**config.mk**
```make
export PLATFORM = sky130hd
export DESIGN_NAME = seg_disp_arbiter
export DESIGN_NICKNAME = d
export VERILOG_FILES = /design/src/rtl/seg_disp_arbiter.sv
export SDC_FILE = /design/constraint.sdc
export NUM_CORES = 1
export LEC_CHECK = 0
export CAP_MARGIN = 25
export CORE_UTILIZATION = 49
export DETAILED_ROUTE_END_ITERATION = 7
export GPL_TIMING_DRIVEN = 1
export HOLD_SLACK_MARGIN = 0.06
export PLACE_DENSITY = 0.86
export RECOVER_POWER = 50
export SETUP_SLACK_MARGIN = 0.2
export SLEW_MARGIN = 20
export SYNTH_ARGS = -nofsm -noshare
export SYNTH_HDL_FRONTEND = slang
export SYNTH_SLANG_ARGS = --single-unit
```
**constraint.sdc**
```tcl
create_clock -name clk -period 6.8 [get_ports clk]
set_input_delay 0.68 -clock clk [delete_from_list [all_inputs] [get_ports clk]]
set_output_delay 0.68 -clock clk [all_outputs]
set_load 0.005 [all_outputs]
```
**src/rtl/seg_disp_arbiter.sv**
```systemverilog
// Arbitrates the 6-digit BCD display between a base source and two requesters,
// applies per-digit blink masking and generates the digit-scan enable.
module seg_disp_arbiter #(
  parameter int         SCAN_DIV    = 50000,
  parameter int         BLINK_TICKS = 250,
  parameter int         MIN_HOLD    = 1000,
  parameter logic [3:0] BLANK_CODE  = 4'hf
) (
  input  logic        clk,
  input  logic        rst_,
  input  logic [23:0] src0_bcd,
  input  logic [5:0]  src0_blink,
  input  logic        src1_req,
  input  logic [23:0] src1_bcd,
  input  logic [5:0]  src1_blink,
  input  logic        src2_req,
  input  logic [23:0] src2_bcd,
  input  logic [5:0]  src2_blink,
  output logic [1:0]  gnt,
  output logic [1:0]  owner,
  output logic [23:0] bcd_out,
  output logic        scan_tick
);

  localparam int PW = (SCAN_DIV > 1) ? $clog2(SCAN_DIV) : 1;
  localparam int BW = (BLINK_TICKS > 1) ? $clog2(BLINK_TICKS) : 1;
  localparam int HW = (MIN_HOLD > 0) ? $clog2(MIN_HOLD + 1) : 1;
  localparam logic [PW-1:0] PRE_MAX   = PW'(SCAN_DIV - 1);
  localparam logic [BW-1:0] BLINK_MAX = BW'(BLINK_TICKS - 1);
  localparam logic [HW-1:0] HOLD_LOAD = HW'(MIN_HOLD);

  typedef enum logic [1:0] {
    ST_BASE = 2'd0,
    ST_OWN1 = 2'd1,
    ST_OWN2 = 2'd2
  } state_e;

  state_e      state_q, state_d;
  logic [PW-1:0] pre_q, pre_d;
  logic [BW-1:0] bcnt_q, bcnt_d;
  logic [HW-1:0] hold_q, hold_d, hold_dec;
  logic        tick_q, tick_d;
  logic        phase_q, phase_d;
  logic [1:0]  gnt_q, gnt_d;
  logic [1:0]  owner_q, owner_d;
  logic [23:0] bcd_q, bcd_d;
  logic [23:0] sel_bcd;
  logic [5:0]  sel_blink;

  always_comb begin
    pre_d   = (pre_q == PRE_MAX) ? '0 : pre_q + PW'(1);
    tick_d  = (pre_q == PRE_MAX);
    bcnt_d  = bcnt_q;
    phase_d = phase_q;
    if (tick_q) begin
      if (bcnt_q == BLINK_MAX) begin
        bcnt_d  = '0;
        phase_d = ~phase_q;
      end else begin
        bcnt_d = bcnt_q + BW'(1);
      end
    end else begin
      bcnt_d = bcnt_q;
    end
  end

  // Hold only counts down once the owner's request has gone; any entry reloads it.
  always_comb begin
    state_d  = state_q;
    hold_dec = (tick_q && (hold_q != '0)) ? hold_q - HW'(1) : hold_q;
    hold_d   = hold_q;
    case (state_q)
      ST_BASE: begin
        if (src2_req) begin
          state_d = ST_OWN2;
          hold_d  = HOLD_LOAD;
        end else if (src1_req) begin
          state_d = ST_OWN1;
          hold_d  = HOLD_LOAD;
        end else begin
          hold_d = '0;
        end
      end
      ST_OWN1: begin
        if (src2_req) begin
          state_d = ST_OWN2;
          hold_d  = HOLD_LOAD;
        end else if (src1_req) begin
          hold_d = HOLD_LOAD;
        end else if (hold_q == '0) begin
          state_d = ST_BASE;
        end else begin
          hold_d = hold_dec;
        end
      end
      ST_OWN2: begin
        if (src2_req) begin
          hold_d = HOLD_LOAD;
        end else if (hold_q == '0) begin
          if (src1_req) begin
            state_d = ST_OWN1;
            hold_d  = HOLD_LOAD;
          end else begin
            state_d = ST_BASE;
          end
        end else begin
          hold_d = hold_dec;
        end
      end
      default: begin
        state_d = ST_BASE;
        hold_d  = '0;
      end
    endcase
  end

  // Outputs follow the next state so a request change shows up one edge later.
  always_comb begin
    case (state_d)
      ST_OWN1: begin
        owner_d   = 2'd1;
        gnt_d     = 2'b01;
        sel_bcd   = src1_bcd;
        sel_blink = src1_blink;
      end
      ST_OWN2: begin
        owner_d   = 2'd2;
        gnt_d     = 2'b10;
        sel_bcd   = src2_bcd;
        sel_blink = src2_blink;
      end
      default: begin
        owner_d   = 2'd0;
        gnt_d     = 2'b00;
        sel_bcd   = src0_bcd;
        sel_blink = src0_blink;
      end
    endcase
    bcd_d = sel_bcd;
    for (int k = 0; k < 6; k++) begin
      if (sel_blink[k] && !phase_q) begin
        bcd_d[4*k +: 4] = BLANK_CODE;
      end else begin
        bcd_d[4*k +: 4] = sel_bcd[4*k +: 4];
      end
    end
  end

  always_ff @(posedge clk or negedge rst_) begin
    if (!rst_) begin
      state_q <= ST_BASE;
      pre_q   <= '0;
      tick_q  <= 1'b0;
      bcnt_q  <= '0;
      phase_q <= 1'b1;
      hold_q  <= '0;
      gnt_q   <= 2'b00;
      owner_q <= 2'd0;
      bcd_q   <= {6{BLANK_CODE}};
    end else begin
      state_q <= state_d;
      pre_q   <= pre_d;
      tick_q  <= tick_d;
      bcnt_q  <= bcnt_d;
      phase_q <= phase_d;
      hold_q  <= hold_d;
      gnt_q   <= gnt_d;
      owner_q <= owner_d;
      bcd_q   <= bcd_d;
    end
  end

  assign gnt       = gnt_q;
  assign owner     = owner_q;
  assign bcd_out   = bcd_q;
  assign scan_tick = tick_q;

endmodule
```
==> results summary, run 1 <==
The time the final worst path needs with I/O delays and setup came out at 4.218 ns. In the synthesized netlist the dominant register cell turns out to be dfrtp_1. The master cell of the clock root buffer is clkbuf_8. The number of cells after detailed placement is around 550. The proportion of layout cells with a drive suffix above 1 is 0.1087. The via count of the first global-routing pass was 3065.

The mean cell area of the mapped netlist is 10.05 um^2. The routed via count divided by cell count came out at roughly 5.8. The worst-margin pin slew is 3.320 ns.

In the layout the commonest cells are clkdlybuf4s50_1, nor2_1, dfrtp_1. The worst hold slack came out at 0.5046 ns. The area of the mapped netlist is 3486 um^2. The count of distinct cell types in the synthesized netlist is 56. The total nets after synthesis is 450. The worst setup path is captured at a flip-flop.

The total of fill cells in the finished design came out at 501. Leaving out fill and tap cells, the most frequent cell in the layout is clkdlybuf4s50_1. The count of mapped cells out of synthesis is 347. The critical path is of the flip-flop to flip-flop type. The die span in x is 86.35 um. The area enclosed by the die boundary is 7455 um^2. The length of the first detailed-routing pass in iterations is 5. Setup repair after global routing left no endpoint under its margin. The highest metal layer carrying signal wires in the routed design is met4. The slack of the critical path is 2.582 ns. The count of antenna-violating nets left after detailed routing is 0. In this run the tool buffered the top-level ports with 122 buffer cells. The sequential element share of the synthesized area came out at 0.4684. The wire-length estimate of the detail-placed layout is 7018 um. The clock-pin slew reported for the worst setup and hold paths after clock tree synthesis came out at approximately 0.070 ns. The final count of pins violating max slew came out at 65. The run finished, with violations left. The worst path required time is between 7 and 8 ns. The maximum clock rate is 237.1 MHz.

The multiplexer share of the synthesized area is 0. The number of antenna violations at the first check in global routing came to 0. The adder-cell area share of the yosys netlist came out at 0.03230. The clock reaches the later pin of the worst-skew pair after 0.34 ns. Routability-driven placement finished with a final weighted congestion of 0.8746. The utilization after layout is 0.7310. The final layout contains 567 nets. The max-capacitance violation count is 1.

The total overflow reported by the global router is 0. The power per standard cell area is roughly 170 nW/um^2. TritonCTS built the clock tree.

The core area is 6832 um^2. The post-synthesis async set-or-reset flop share is 1.000. The sequential share of power is 0.458.

In this run the count of I/O pins placed on the die edge is 123. Of the total power, combinational logic draws 0.123. In this run the number of H-tree levels came out at 3. IR analysis of the VDD net gives a maximum drop of around 0.13 mV. The worst-case headroom to the max-slew limit came out at -1.213. The hold violation total from the final report is 0. The DRC violation count after routing came out at 0. The final reports fail on capacitance limit, slew limit. The internal power of the cells totals 683.6 uW.

The leakage dissipation came out at 1.997 nW. The total routing usage reported by global routing came out at 0.2615. Entering global routing, the biggest net connects 65 pins. The number of CTS-inserted buffers came out at 9. The finished cells cover 4994 um^2.

The flop and latch count out of synthesis is 64. The antenna diode count is 0. The post-placement cell area came out at around 4800 um^2.

The number of cell rows came out at 30. The clock tree skew after final layout is roughly 0.0094 ns. The share of power burned in the clock network came out at 0.419.

For this run, the number of standard cells in the final layout without fillers is 565. The via count is 3273. The min-delay analysis places its worst path in the category flip-flop to flip-flop. The power dissipated by switching net loads came out at approximately 180 uW.

The area growth from synthesis to layout is 43.25%. Of the total synthesized cell area, the portion taken by AND, OR, NAND and NOR gates is 0.1834. Detailed routing placed a total of 5136 um of wire on met2.

In the final timing run, aggregate negative setup slack is 0 ns. The global-route wire length before repair came out at 14820 um. Clock tree synthesis found a total of 64 sinks.

The number of setup violations in the final report is 0. The wire length on met1 is between 3000 and 4000 um. The die is 86.35 um tall. The routed design uses roughly 470 um of met3 wire. The DRC marker count from the first detailed-route iteration is between 150 and 200. Of the total synthesized cell area, the portion taken by XOR and XNOR cells is 0.05276. The worst-path maximum fanout is 32. The fraction of power spent switching nets is 0.2126. In the finished design, the share of the clock period the worst path needs comes to 0.6203. The starting density of the core came out at 0.5103. Counting flops with a built-in enable in the synthesized netlist gives 0. The average wire length per cell after detail routing came out at roughly 17 um. The final layout contains routed wiring with a total length of around 10000 um.

The worst slack at placement came out at 2.704 ns. The worst path arrival time is 4.50 ns. Counting along the longest clock path gives a buffer depth of 2. The combinational family with the most area after synthesis is compound AO/OA/AOI/OAI gates. The complex-gate fraction of the synthesized area is 0.2283. The number of warnings printed during yosys synthesis is 0. The overall power consumption is 868.2 uW. Hold repair after CTS inserted 0 buffers. The number of gates resized after cts is 0. The buffers inserted during post-CTS setup optimization came out at 0. STA classifies the critical path startpoint as a flip-flop.
power groups by stage:
| stage | Clock, mW | Sequential [mW] | Combinational, mW |
|---|---|---|---|
| 2_1_floorplan | 0 | 0.405 | 0.0209 |
| 3_3_place_gp | 0 | 0.404 | 0.106 |
| 3_5_place_dp | 0 | 0.404 | 0.107 |
| 4_1_cts | 0.370 | 0.398 | 0.108 |
| 5_1_grt | 0.389 | 0.398 | 0.114 |
| 6_report | 0.364 | 0.398 | 0.107 |
final cells by class:
type / count / area, um^2 / share of cell area
timing repair buffer: 126 / 1250 / 0.2503
clock inverter: 5 / 80.08 / 0.01604
inverter: 10 / 37.54 / 0.007517
clock buffer: 11 / 141.4 / 0.02831
multi-input combinational: 253 / 1732 / 0.3468
tap: 96 / 120.1 / 0.02405
sequential: 64 / 1633 / 0.3270
path summary, 6_finish.rpt:
check,start,slack [ns],depth (start not counted),endpoint
setup / recovery,hold_q[0],2.58,11,bcd_out[5]
hold / removal,pre_q[0],0.50,1,pre_q[0]
setup reg to reg,hold_q[0],2.58,11,bcd_out[5]
hold reg to reg,pre_q[0],0.50,1,pre_q[0]
max in group asynchronous,rst_,3.38,2,pre_q[4]
min in group asynchronous,rst_,1.54,2,hold_q[6]
cell usage after synthesis, drive strengths merged (4+ instances only):
cell | n | area [um^2]
nor2 | 42 | 157.7
dfrtp | 39 | 975.9
dfstp | 25 | 656.9
a211o | 24 | 210.2
a22oi | 24 | 180.2
clkbuf | 13 | 48.80
nor3 | 13 | 65.06
xnor2 | 11 | 96.34
inv | 10 | 37.54
xor2 | 10 | 87.58
a21oi | 9 | 45.04
ha | 9 | 112.6
nand2 | 9 | 33.78
nor2b | 9 | 56.30
o21ai | 9 | 45.04
a221oi | 7 | 61.31
buf | 7 | 35.02
nand3 | 7 | 35.03
nand4 | 7 | 43.79
nor4 | 5 | 37.53
o31ai | 5 | 37.54
or3 | 5 | 32.53
or2 | 4 | 25.02
or4 | 4 | 30.03
kinds of logic after synthesis:
family                     after synthesis
xor gates and xnor gates                21
DFF                                     64
and+or+nand+nor                        120
buffers and inverters                   30
AOI/OAI and AO/OA                      103
adders and majority gates                9
per-layer routing:
metal / GRT usage / vias to the layer above
met4: 0.1015 / 0
met2: 0.4481 / 120
met5: 0 / -
met3: 0.06667 / 23
li1: - / 1542
met1: 0.3167 / 1588
sequential cells by signal, indices dropped and copies added (netlist names):
register / flops
bcd_out: 24
bcnt_q: 8
hold_q: 10
owner: 2
phase_q: 1
pre_q: 16
scan_tick: 1
state_q: 2
worst max-delay path, stage by stage (launching register included):
cell	delay (ns)
dfrtp_1	0.38
inv_1	0.11
ha_1	0.19
nor3b_1	0.71
nand3_1	0.42
nor3_1	0.28
o21a_1	0.21
ha_1	0.73
buf_4	0.41
a221oi_1	0.11
nor3_1	0.43
a211o_1	0.17
(Power assumes the default switching activity.)
==> run 2: changes to the inputs <==
Settings changed: CORE_UTILIZATION 49 to 41, PLACE_DENSITY 0.86 to 0.77.
Clock period 6.8 ns to 3.7 ns, I/O delays scaled along.
==> run 2 against run 1 <==
  * The run still ends with capacitance limit, slew limit left
  * Sequential power is 84% higher
  * First-iteration DRC count is 4.3% higher
  * Utilization is 11 points lower
  * Via count hardly changed
  * Clock power is 88% higher
  * Sequential share of layout area is 0.58 points lower
  * Non-clock buffer count is 7 higher
  * Final cell count is 2.8% higher
  * Clock skew is 0.0030 ns higher
  * Total power is 86% higher
  * Largest power group unchanged
==> results summary, run 2 (synthesis results as in run 1) <==
The die span in x is approximately 94 um. The critical path capture point type is a flip-flop. For this design, the sink count on the clock tree is 64. The DRC violation count after routing is 0.

The final period utilization came out at 0.8900. The path class of the tightest hold or removal check is flip-flop to flip-flop. The average wire length per cell after detail routing came out at 17.17 um. Power comes to 1.615 mW.

The length of the first detailed-routing pass in iterations came out at 4. The maximum number of pins on one net before global-route repair is 47. The max-capacitance violation count came out at 1. The number of CTS-inserted buffers is 9. At the end of routability-driven placement, the weighted congestion stood at 0.8717. The peak ir drop on the vdd network is 0.1904 mV. Derived from the worst setup path, the maximum achievable clock frequency is 303.7 MHz. The DRC marker count from the first detailed-route iteration came out at 168. Excluding fillers, the count of instances in the completed layout stands at 581. The slack of the critical path is between 0.4 and 0.5 ns. Dividing the detail-routed via count by the number of cells gives 5.632.

TritonCTS built the clock tree. The total routing usage reported by global routing came out at 0.2273. The checks that failed: capacitance limit, slew limit. The initial utilization of the core area, before any placement, comes to 0.4242.

The count of antenna-violating nets left after detailed routing came out at 0. The number of antenna diodes in the final layout is 0. The number of cell rows came out at 33. The clock-pin slew reported for the worst setup and hold paths after clock tree synthesis came out at 0.07 ns. For this design the ratio of total power to cell area is 317.8 nW/um^2. CTS placed an instance of clkbuf_8 at the clock tree root.

For this run the aggregate overflow at the end of global routing stands at 0. Counting along the longest clock path gives a buffer depth of 2. The H-tree level count came out at 3. Setup repair after global routing left no endpoint under its margin.

Counting tap cells, the placed design contains a total of 564 instances. In the final layout, the share of cells above drive strength 1 is 0.1303. The worst hold slack is 0.5080 ns. The run finished, with violations left. The area enclosed by the die boundary is 8875 um^2. The final count of pins violating max slew came out at 47.

In this run the vertical extent of the chip is 94.21 um. Prior to clock tree synthesis, the placed netlist has a worst setup slack of between 0.2 and 0.25 ns. The buffers inserted during post-CTS setup optimization came out at 0. The number of flip-flops in the largest register came out at 24. The hold violation total from the final report came to 0. The core area is 8217 um^2. The number of antenna violations at the first check in global routing is 0. The worst-margin pin slew came out at 2.430 ns.

The HPWL after detailed placement is about 7600 um. The worst setup path is of the flip-flop to flip-flop kind. After layout, the minimum clock period comes to 3.293 ns. The clock reaches the later pin of the worst-skew pair after approximately 0.35 ns.

The via count is 3272. The total routed wirelength came out at around 10000 um. The finished cells cover 5084 um^2. The layout net count is 574. Setup total negative slack on the finished layout was measured at 0 ns. The count of input and output buffers came out at ~120. The utilization after layout is 0.6187.

The number of setup violations in the final report came out at 0. The leakage dissipation came out at 2.051 nW. roughly 120 I/O pins were placed. For the worst setup path, the data required time is 3.99 ns. The worst setup path is launched from a flip-flop. The post-placement cell area came out at a little under 5000 um^2. The via count of the first global-routing pass is approximately 3100. The most common cell after layout, fill and taps aside is clkdlybuf4s50_1. The first global-routing pass estimated 15260 um of wire. Leaving out fill and tap cells, the most frequent cells in the layout are clkdlybuf4s50_1, nor2_1, dfrtp_1. The synthesis-to-layout area growth is 45.84%. In this run the tightest slew margin relative to its limit is -0.6198. The worst-path maximum fanout is 9. The worst path arrival time is 3.58 ns. The clock tree skew after final layout came out at 0.01249 ns.
## run 2: cell types whose count changed in the layout (fill, tap and decap cells not counted), sizes merged
cell,change
clkinvlp,-1
bufinv,-1
dlygate4sd3,+5
clkbuf,+3
buf,+5
clkdlybuf4s50,-4
## run 2: repair_timing
| item | 4_1_cts | 5_1_grt |
|---|---|---|
| gates resized for setup | 1 | 3 |
| setup endpoints to repair | 4 | 12 |
| pin swaps | 0 | 0 |
| hold buffers | 0 | 1 |
| endpoints found under the hold margin | 0 | 10 |
## run 2: worst max-delay path, cell delays in order, from the launching register on
cell and delay [ns]:
dfrtp_1 0.38, inv_1 0.11, ha_1 0.19, or3b_2 0.51, o31ai_1 0.40, a21oi_1 0.14
o21ai_0 0.25, ha_1 0.47, a221oi_1 0.16, nor3_1 0.47, a211o_1 0.18
## run 2: final timing paths
| kind | startpoint | end | slack [ns] | cells after the start |
|---|---|---|---|---|
| max in group asynchronous | rst_ | bcd_out[17] | 0.80 | 3 |
| min | pre_q[7] | pre_q[7] | 0.51 | 1 |
| min reg2reg | pre_q[7] | pre_q[7] | 0.51 | 1 |
| min in group asynchronous | rst_ | pre_q[13] | 1.35 | 2 |
| max reg2reg | hold_q[0] | bcd_out[1] | 0.41 | 10 |
| max | hold_q[0] | bcd_out[1] | 0.41 | 10 |
## run 2: per-layer routing
layer  wire [um]  up-vias  global-route usage
li1            -     1553                   -
met1        4169     1589              0.2828
met2        5071      101              0.3665
met3         408       29             0.06796
met4         324        0             0.09103
met5           0        -                   0
## run 2: power breakdown
part           leakage (nW)  switching [mW]  total [mW]  internal (mW)
Sequential            0.752         0.00469       0.731          0.726
Combinational          1.18          0.0650       0.200          0.135
Clock                 0.120           0.273       0.685          0.412
## run 2: layout make-up
class,count,area [um^2]
Fill cell,689,3133
Multi-Input combinational cell,253,1749
Sequential cell,64,1633
Timing Repair Buffer,133,1297
Clock buffer,13,191.4
Tap cell,105,131.4
Clock inverter,3,43.79
Inverter,10,37.54
==> run 3: changes to the inputs <==
Settings changed: ABC_AREA set to 0.
==> results of run 3 <==
Same layout as run 2: the final DEF is identical, and so are final timing and power.
